--- config.mk ---
export PLATFORM = sky130hd
export DESIGN_NAME = uart_tx_cmd
export DESIGN_NICKNAME = d
export VERILOG_FILES = /design/src/rtl/uart_pkg.sv /design/src/rtl/uart_tx_fifo.sv /design/src/rtl/uart_tx_cmd.sv
export SDC_FILE = /design/constraint.sdc
export NUM_CORES = 1
export LEC_CHECK = 0
export BUFFER_PORTS_ARGS = -buffer_cell sky130_fd_sc_hd__clkbuf_2
export CORE_MARGIN = 5
export CORE_UTILIZATION = 55
export CTS_CLUSTER_SIZE = 30
export DETAILED_ROUTE_END_ITERATION = 8
export PLACE_DENSITY = 0.78
export SYNTH_ARGS = -nofsm -noshare
export SYNTH_HDL_FRONTEND = slang
export SYNTH_HIERARCHICAL = 1
export SYNTH_SLANG_ARGS = --single-unit
--- constraint.sdc ---
create_clock -name clk -period 3 [get_ports clk]
set_clock_uncertainty 0.15 [all_clocks]
set_input_delay 0.15 -clock clk [delete_from_list [all_inputs] [get_ports clk]]
set_output_delay 0.15 -clock clk [all_outputs]
set_load 0.02 [all_outputs]
--- src/rtl/uart_pkg.sv ---
// Shared definitions for the UART command-bus blocks: command codes,
// transmitter FSM encoding, status-word bit positions and a parity helper.
package uart_pkg;

  // Command field io_in7[1:0]
  localparam logic [1:0] CMD_DATA   = 2'd0;
  localparam logic [1:0] CMD_CONFIG = 2'd1;
  localparam logic [1:0] CMD_PREDIV = 2'd2;
  localparam logic [1:0] CMD_SPARE  = 2'd3;

  // CONFIG payload that requests a soft reset of the transmit path
  localparam logic [4:0] CMD_CONFIG_RESET = 5'b11000;

  // Transmitter frame FSM
  typedef enum logic [2:0] {
    ST_IDLE   = 3'd0,
    ST_START  = 3'd1,
    ST_DATA   = 3'd2,
    ST_PARITY = 3'd3,
    ST_STOP1  = 3'd4,
    ST_STOP2  = 3'd5
  } tx_state_t;

  // Status word bit positions
  localparam int STAT_BUSY     = 7;
  localparam int STAT_FULL     = 6;
  localparam int STAT_EMPTY    = 5;
  localparam int STAT_OVERFLOW = 4;
  localparam int STAT_TWO_STOP = 3;
  localparam int STAT_PAR_EN   = 2;
  localparam int STAT_PAR_ODD  = 1;
  localparam int STAT_TXD      = 0;

  // Even parity of the data bits, inverted for odd parity
  function automatic logic parity_bit(input logic [7:0] data, input logic odd);
    return (^data) ^ odd;
  endfunction

endpackage

--- src/rtl/uart_tx_fifo.sv ---
// Byte FIFO for the UART transmitter. DEPTH must be a power of two (>= 2)
// so the pointers wrap naturally. Push when full and pop when empty are
// ignored; a simultaneous push and pop are both honoured. flush empties the
// FIFO in one cycle.
module uart_tx_fifo #(
  parameter int DEPTH = 4,
  parameter int WIDTH = 8
) (
  input  logic                     clk,
  input  logic                     rst,
  input  logic                     flush,
  input  logic                     push,
  input  logic                     pop,
  input  logic [WIDTH-1:0]         wdata,
  output logic [WIDTH-1:0]         rdata,
  output logic                     full,
  output logic                     empty,
  output logic [$clog2(DEPTH):0]   count
);

  localparam int AW = $clog2(DEPTH);
  localparam int CW = AW + 1;

  logic [WIDTH-1:0] mem [DEPTH];
  logic [AW-1:0]    wr_ptr;
  logic [AW-1:0]    rd_ptr;
  logic             do_push;
  logic             do_pop;

  assign full    = (count == CW'(DEPTH));
  assign empty   = (count == '0);
  assign do_push = push && !full;
  assign do_pop  = pop && !empty;
  assign rdata   = mem[rd_ptr];

  // Storage array; written on accepted pushes only
  always_ff @(posedge clk) begin
    if (do_push) begin
      mem[wr_ptr] <= wdata;
    end
  end

  // Pointers and occupancy count
  always_ff @(posedge clk or posedge rst) begin
    if (rst) begin
      wr_ptr <= '0;
      rd_ptr <= '0;
      count  <= '0;
    end else if (flush) begin
      wr_ptr <= '0;
      rd_ptr <= '0;
      count  <= '0;
    end else begin
      if (do_push) begin
        wr_ptr <= wr_ptr + AW'(1);
      end
      if (do_pop) begin
        rd_ptr <= rd_ptr + AW'(1);
      end
      case ({do_push, do_pop})
        2'b10:   count <= count + CW'(1);
        2'b01:   count <= count - CW'(1);
        default: count <= count;
      endcase
    end
  end

endmodule

--- src/rtl/uart_tx_cmd.sv ---
// UART transmit stage driven by the 7-bit command bus.
// Bytes are assembled from two nibble writes, queued in uart_tx_fifo and sent
// 8N1/8N2 on io_txd with a bit period of DIV_BASE*(prediv+1) clocks.
// Optional parity support is compiled in when UART_TX_PARITY_EN is defined;
// otherwise parEn/parOdd are stored and reported but have no effect on the line.
//
// Command handshake: io_cmdValid is an asynchronous level. It is synchronised
// by two flops and a third flop detects the rising edge; a command sampled high
// at edge N executes at edge N+2, reading io_in7 at that edge. The driver keeps
// io_in7 stable for at least three cycles after raising io_cmdValid. Held
// levels and falling edges do nothing.
module uart_tx_cmd
  import uart_pkg::*;
#(
  parameter int FIFO_DEPTH = 4,
  parameter int DIV_BASE   = 16
) (
  input  logic       clk,
  input  logic       reset,
  input  logic       io_cmdValid,
  input  logic [6:0] io_in7,
  output logic       io_txd,
  output logic [7:0] io_out8,
  output logic       io_resetCommandStrobe
);

  localparam int CNT_W = $clog2(DIV_BASE * 32 + 1);
  localparam int FCW   = $clog2(FIFO_DEPTH) + 1;

  // Command synchroniser and edge detect
  logic cv_s1, cv_s2, cv_s3;
  logic exec;

  // Command decode
  logic [1:0] cmd;
  logic [4:0] payload;
  logic       soft_rst;

  // Configuration and command state
  logic [3:0] low_nib;
  logic [4:0] prediv;
  logic       two_stop;
  logic       par_en;
  logic       par_odd;
  logic       overflow;

  // FIFO interface
  logic           fifo_push;
  logic           fifo_pop;
  logic [7:0]     fifo_wdata;
  logic [7:0]     fifo_rdata;
  logic           fifo_full;
  logic           fifo_empty;
  logic [FCW-1:0] fifo_count;

  // Frame state, including values latched at pop
  tx_state_t        state;
  logic [CNT_W-1:0] div_cnt;
  logic [CNT_W-1:0] period_l;
  logic [2:0]       bit_idx;
  logic [7:0]       data_l;
  logic             two_stop_l;
  logic             bit_done;
`ifdef UART_TX_PARITY_EN
  logic             par_en_l;
  logic             par_bit_l;
`endif

  // Two-flop synchroniser plus edge-detect flop on the command strobe
  always_ff @(posedge clk or posedge reset) begin
    if (reset) begin
      cv_s1 <= 1'b0;
      cv_s2 <= 1'b0;
      cv_s3 <= 1'b0;
    end else begin
      cv_s1 <= io_cmdValid;
      cv_s2 <= cv_s1;
      cv_s3 <= cv_s2;
    end
  end

  assign exec       = cv_s2 && !cv_s3;
  assign cmd        = io_in7[1:0];
  assign payload    = io_in7[6:2];
  assign soft_rst   = exec && (cmd == CMD_CONFIG) && (payload == CMD_CONFIG_RESET);
  assign fifo_wdata = {payload[3:0], low_nib};
  assign fifo_push  = exec && (cmd == CMD_DATA) && payload[4] && !fifo_full;
  // A soft reset flushes the FIFO, so it must not also pop the head entry
  assign fifo_pop   = (state == ST_IDLE) && !fifo_empty && !soft_rst;
  assign bit_done   = (div_cnt == period_l - CNT_W'(1));

  uart_tx_fifo #(
    .DEPTH (FIFO_DEPTH),
    .WIDTH (8)
  ) u_fifo (
    .clk   (clk),
    .rst   (reset),
    .flush (soft_rst),
    .push  (fifo_push),
    .pop   (fifo_pop),
    .wdata (fifo_wdata),
    .rdata (fifo_rdata),
    .full  (fifo_full),
    .empty (fifo_empty),
    .count (fifo_count)
  );

  // Command execution: nibble latch, overflow flag, configuration, prescaler
  always_ff @(posedge clk or posedge reset) begin
    if (reset) begin
      low_nib  <= '0;
      prediv   <= '0;
      two_stop <= 1'b0;
      par_en   <= 1'b0;
      par_odd  <= 1'b0;
      overflow <= 1'b0;
    end else if (exec) begin
      case (cmd)
        CMD_DATA: begin
          if (!payload[4]) begin
            low_nib <= payload[3:0];
          end else if (fifo_full) begin
            overflow <= 1'b1;
          end
        end
        CMD_CONFIG: begin
          if (payload == CMD_CONFIG_RESET) begin
            overflow <= 1'b0;
          end else if (payload[4:3] == 2'b00) begin
            two_stop <= payload[0];
            par_en   <= payload[1];
            par_odd  <= payload[2];
          end
        end
        CMD_PREDIV: begin
          prediv <= payload;
        end
        CMD_SPARE: begin
        end
        default: begin
        end
      endcase
    end
  end

  // One-cycle pulse when a soft reset executes
  always_ff @(posedge clk or posedge reset) begin
    if (reset) begin
      io_resetCommandStrobe <= 1'b0;
    end else begin
      io_resetCommandStrobe <= soft_rst;
    end
  end

  // Frame FSM: the line level is registered from the current state, so txd
  // follows the state by one clock and every bit lasts exactly one period.
  always_ff @(posedge clk or posedge reset) begin
    if (reset) begin
      state      <= ST_IDLE;
      io_txd     <= 1'b1;
      div_cnt    <= '0;
      period_l   <= CNT_W'(DIV_BASE);
      bit_idx    <= '0;
      data_l     <= '0;
      two_stop_l <= 1'b0;
`ifdef UART_TX_PARITY_EN
      par_en_l   <= 1'b0;
      par_bit_l  <= 1'b0;
`endif
    end else if (soft_rst) begin
      state   <= ST_IDLE;
      io_txd  <= 1'b1;
      div_cnt <= '0;
      bit_idx <= '0;
    end else begin
      case (state)
        ST_START:  io_txd <= 1'b0;
        ST_DATA:   io_txd <= data_l[bit_idx];
`ifdef UART_TX_PARITY_EN
        ST_PARITY: io_txd <= par_bit_l;
`endif
        default:   io_txd <= 1'b1;
      endcase

      if (state == ST_IDLE) begin
        div_cnt <= '0;
        bit_idx <= '0;
        if (fifo_pop) begin
          data_l     <= fifo_rdata;
          period_l   <= CNT_W'(DIV_BASE * (32'(prediv) + 32'd1));
          two_stop_l <= two_stop;
`ifdef UART_TX_PARITY_EN
          par_en_l   <= par_en;
          par_bit_l  <= parity_bit(fifo_rdata, par_odd);
`endif
          state      <= ST_START;
        end
      end else if (!bit_done) begin
        div_cnt <= div_cnt + CNT_W'(1);
      end else begin
        div_cnt <= '0;
        case (state)
          ST_START: state <= ST_DATA;
          ST_DATA: begin
            if (bit_idx == 3'd7) begin
              bit_idx <= '0;
`ifdef UART_TX_PARITY_EN
              state   <= par_en_l ? ST_PARITY : ST_STOP1;
`else
              state   <= ST_STOP1;
`endif
            end else begin
              bit_idx <= bit_idx + 3'd1;
            end
          end
`ifdef UART_TX_PARITY_EN
          ST_PARITY: state <= ST_STOP1;
`endif
          ST_STOP1: state <= two_stop_l ? ST_STOP2 : ST_IDLE;
          ST_STOP2: state <= ST_IDLE;
          default:  state <= ST_IDLE;
        endcase
      end
    end
  end

  // Registered status word, one cycle behind the internal state
  always_ff @(posedge clk or posedge reset) begin
    if (reset) begin
      io_out8 <= 8'b0010_0001;
    end else begin
      io_out8[STAT_BUSY]     <= (state != ST_IDLE);
      io_out8[STAT_FULL]     <= fifo_full;
      io_out8[STAT_EMPTY]    <= (fifo_count == '0);
      io_out8[STAT_OVERFLOW] <= overflow;
      io_out8[STAT_TWO_STOP] <= two_stop;
      io_out8[STAT_PAR_EN]   <= par_en;
      io_out8[STAT_PAR_ODD]  <= par_odd;
      io_out8[STAT_TXD]      <= io_txd;
    end
  end

endmodule
==> impl_results.md <==
- Combinational share of power: 0.258
- Setup crit end kind: flop
- Period utilization: 0.851
- DR DRC count: 0
- Run status: complete, no violations
- FFs w/ async S/R, synth: 0.667
- Initial Util: 0.564
- Worst-margin pin slew: 625 ps
- Vias: 2583
- First-pass GRT wire length: 13500 um
- Post-CTS resize count: 0
- Slew Viols, Final: 0
- Fmax achieved: 392 MHz
- Max-cap viol count: 0
- Post-Synth XOR/XNOR Area: 0.0424
- Min-Delay Path Class: in2async
- Internal: 2420 uW
- Vias in the first global route: 2627
- Global placement routability congestion: 0.836
- CP startpoint kind: flop
- Reg2Reg Setup Slack: 450 ps
- Pin count of the biggest net entering global routing: 31
- Synth Register Bits: 96
- Finished Layout Cells: 451
- Clock share of power: 0.238
- Flop pwr share: 0.504
- Seq/Total Area, Yosys: 0.593
- Detailed Route Iter0 Violations: 143
- Inserted Clock Buffers: 9
- Critical Path Max Stage Delay: 570 ps
- Crit path max-delay cell type: dfstp_2
- Routed len/inst: 18.0 um
- Setup TNS: 0 ps
- Worst flop-to-flop path startpoint: period_l[4]$_DFFE_PP1P_
- Post-route ant nets: 0
- Row cnt: 32
- Core ar.: 7690 um^2
- Post-synthesis mux area share: 0.126
- Peak supply drop: 0.000400 V
- # clock sinks: 96
- Total track usage: 0.178
- Yosys cell types: 61
- Diodes inserted: 0
- Pre-antenna DRT Iters: 4
- Yosys Warn Count: 6
- CTS tree: built
- Die Y: 98.8 um
- Leakage: 0.00193 uW
- Clk pin slew, worst setup/hold paths: 100 ps
- Port Buffers: 19
- Crit Path Class: reg2reg
- Final HPWL from detailed placement: 5540 um
- Setup violations, final: 0
- Post-Syn Area: 4330 um^2
- Switching share of power: 0.325
- Number of flops mapped to enable cells by yosys: 32
- Synth Area in Compound Gates: 0.0566
- Worst setup margin: 446 ps
- Crit-path max FO: 12
- Net load switching power: 1170 uW
- Root Buffer: clkbuf_8
- Top Ports: 20
- Post-Synth Adder-Cell Area: 0.0306
- Slew HR: 0.578
- Die area: 9750 um^2
- Critical Path RT: 3110 ps
- Synth-to-layout area growth: 10.3%
- Avg Inst Size Synth: 13.7 um^2
- Unrepaired setup endpoints after global routing: no
- Die width: 98.8 um
- Worst r2r dst: state[0]$_DFFE_PP0P_
- Total Wirelength: 8100 um
- CP Data Arrival Time: 2660 ps
- Hold Fails Final Rpt: 0
- Max Buffers Root-to-Sink: 2
- Syn Nets: 337
- Gate Count Post-Synth: 317
- Util after Layout: 0.622
- # placed instances: 428
- Top_reg_cell synth: dfrtp_1
- Final Critical Period: 2550 ps
- Crit-path cells: inv_1, ha_1, nand2b_1, nand3_1, o21ai_0, a2111oi_4, nand2b_4, mux2_4
- Depth of the most critical reg-to-reg path: 8
- Synth Area in Simple Gates: 0.115
- Overflow after GRT: 0
- Largest family of logic cells by synthesized area: multiplexers
- P per Cell Area: 751 nW/um^2
- Clock latency on the worst-skew pair: 360 ps
- Post-place setup slack: 463 ps
- H-tree lvl count: 3
- DR vias/cell: 5.73
- Antenna violations before repair: 0
- Nets: 364
- Layout cell share with drive strength beyond 1: 0.272
## final cells by class
cell class                 instances  area [um^2]
clock buffer                      10          149
clock inverter                     6         58.8
fill                             586         2910
inverter                          13         61.3
multi-input combinational        193         1610
sequential                        96         2570
tap                              102          128
timing repair buffer              31          203
## cell usage in the layout, fill, tap and decap left out, types with 4 or more instances in the layout
master	netlist	layout
edfxtp_1	32	32
dlygate4sd3_1	0	7
clkbuf_2	0	19
nor3_1	6	5
inv_1	12	11
a21oi_1	7	7
nand3_1	13	13
mux4_2	10	10
mux2i_1	6	6
mux2_2	22	22
nor2_1	28	28
buf_4	0	5
nand3b_1	4	4
xnor2_1	12	12
dfrtp_1	60	60
xor2_1	9	9
nand2_1	12	12
and3_2	4	4
nand2b_1	4	4
o21ai_0	4	4
ha_1	9	9
dfstp_2	4	4
clkbuf_8	0	9
## registers in the layout (all words and copies together) (netlist names)
signal,cells
par_en,1
cv_s1,1
cv_s2,1
u_fifo/rd_ptr,2
u_fifo/mem,32
io_txd,1
state,3
two_stop_l,1
bit_idx,3
par_odd,1
overflow,1
u_fifo/count,3
data_l,8
prediv,5
io_out8,8
low_nib,4
u_fifo/wr_ptr,2
two_stop,1
period_l,6
div_cnt,10
cv_s3,1
io_resetCommandStrobe,1
## cell usage after synthesis, types with 7 or more instances
cell type,count,share of area
nor2_1,28,0.024
edfxtp_1,32,0.22
mux4_2,10,0.052
buf_2,7,0.0081
inv_1,12,0.010
ha_1,9,0.026
xnor2_1,12,0.024
a21oi_1,7,0.0081
dfrtp_1,60,0.35
xor2_1,9,0.018
nand3_1,13,0.015
mux2_2,22,0.057
nand2_1,12,0.010
## routing by layer
layer | global-route usage | routed length (um) | vias to the layer above
met5 | 0 | 0 | -
met4 | 0.0525 | 102 | 0
met3 | 0.0460 | 382 | 9
met2 | 0.284 | 4020 | 64
met1 | 0.242 | 3600 | 1311
li1 | - | - | 1199
## worst max path at each step
stage	from	cells past startpoint	to
floorplan	state[1]$_DFFE_PP0P_	10	u_fifo/count[1]$_DFFE_PP0P_
global placement	period_l[4]$_DFFE_PP1P_	8	state[0]$_DFFE_PP0P_
detailed placement	period_l[4]$_DFFE_PP1P_	8	state[0]$_DFFE_PP0P_
CTS	period_l[4]$_DFFE_PP1P_	8	state[0]$_DFFE_PP0P_
global route	u_fifo/count[0]$_DFFE_PP0P_	9	u_fifo/count[2]$_DFFE_PP0P_
finish	period_l[4]$_DFFE_PP1P_	8	state[0]$_DFFE_PP0P_
## power groups by stage
stage	registers, uW	logic (uW)	clock network (uW)
2_1_floorplan	1790	748	0
3_3_place_gp	1820	876	0
3_5_place_dp	1840	912	0
4_1_cts	1810	925	876
5_1_grt	1850	1020	938
6_report	1810	925	855
## through the flow
stage	total power, uW	instance area, um^2	hold slack [ps]
6_report	3590	4780	109
5_1_grt	3810	4780	117
4_1_cts	3610	4780	98.4
3_5_place_dp	2750	4500	-37.1
3_3_place_gp	2700	4500	-47.8
2_1_floorplan	2540	4330	-197
## critical path: cells and delay by family, from the launching register on
| kind | cells | cell delay (ps) |
|---|---|---|
| compound gates | 2 | 580 |
| simple gates | 3 | 530 |
| flops | 1 | 570 |
| fa+ha+maj | 1 | 240 |
| buf+inv | 1 | 60 |
| mux | 1 | 310 |
## timing repair
action	4_1_cts	5_1_grt
hold buffers	7	0
buffers inserted	0	0
hold endpoints to repair	46	0
endpoints found under the setup margin	0	0
## kinds of logic after synthesis
kind of cell    Yosys count
xor+xnor                 21
buf+inv                  28
simple gates             91
fa+ha+maj                10
compound gates           32
flops                    96
mux                      39
Note: power is estimated with default switching activity, not from simulation.
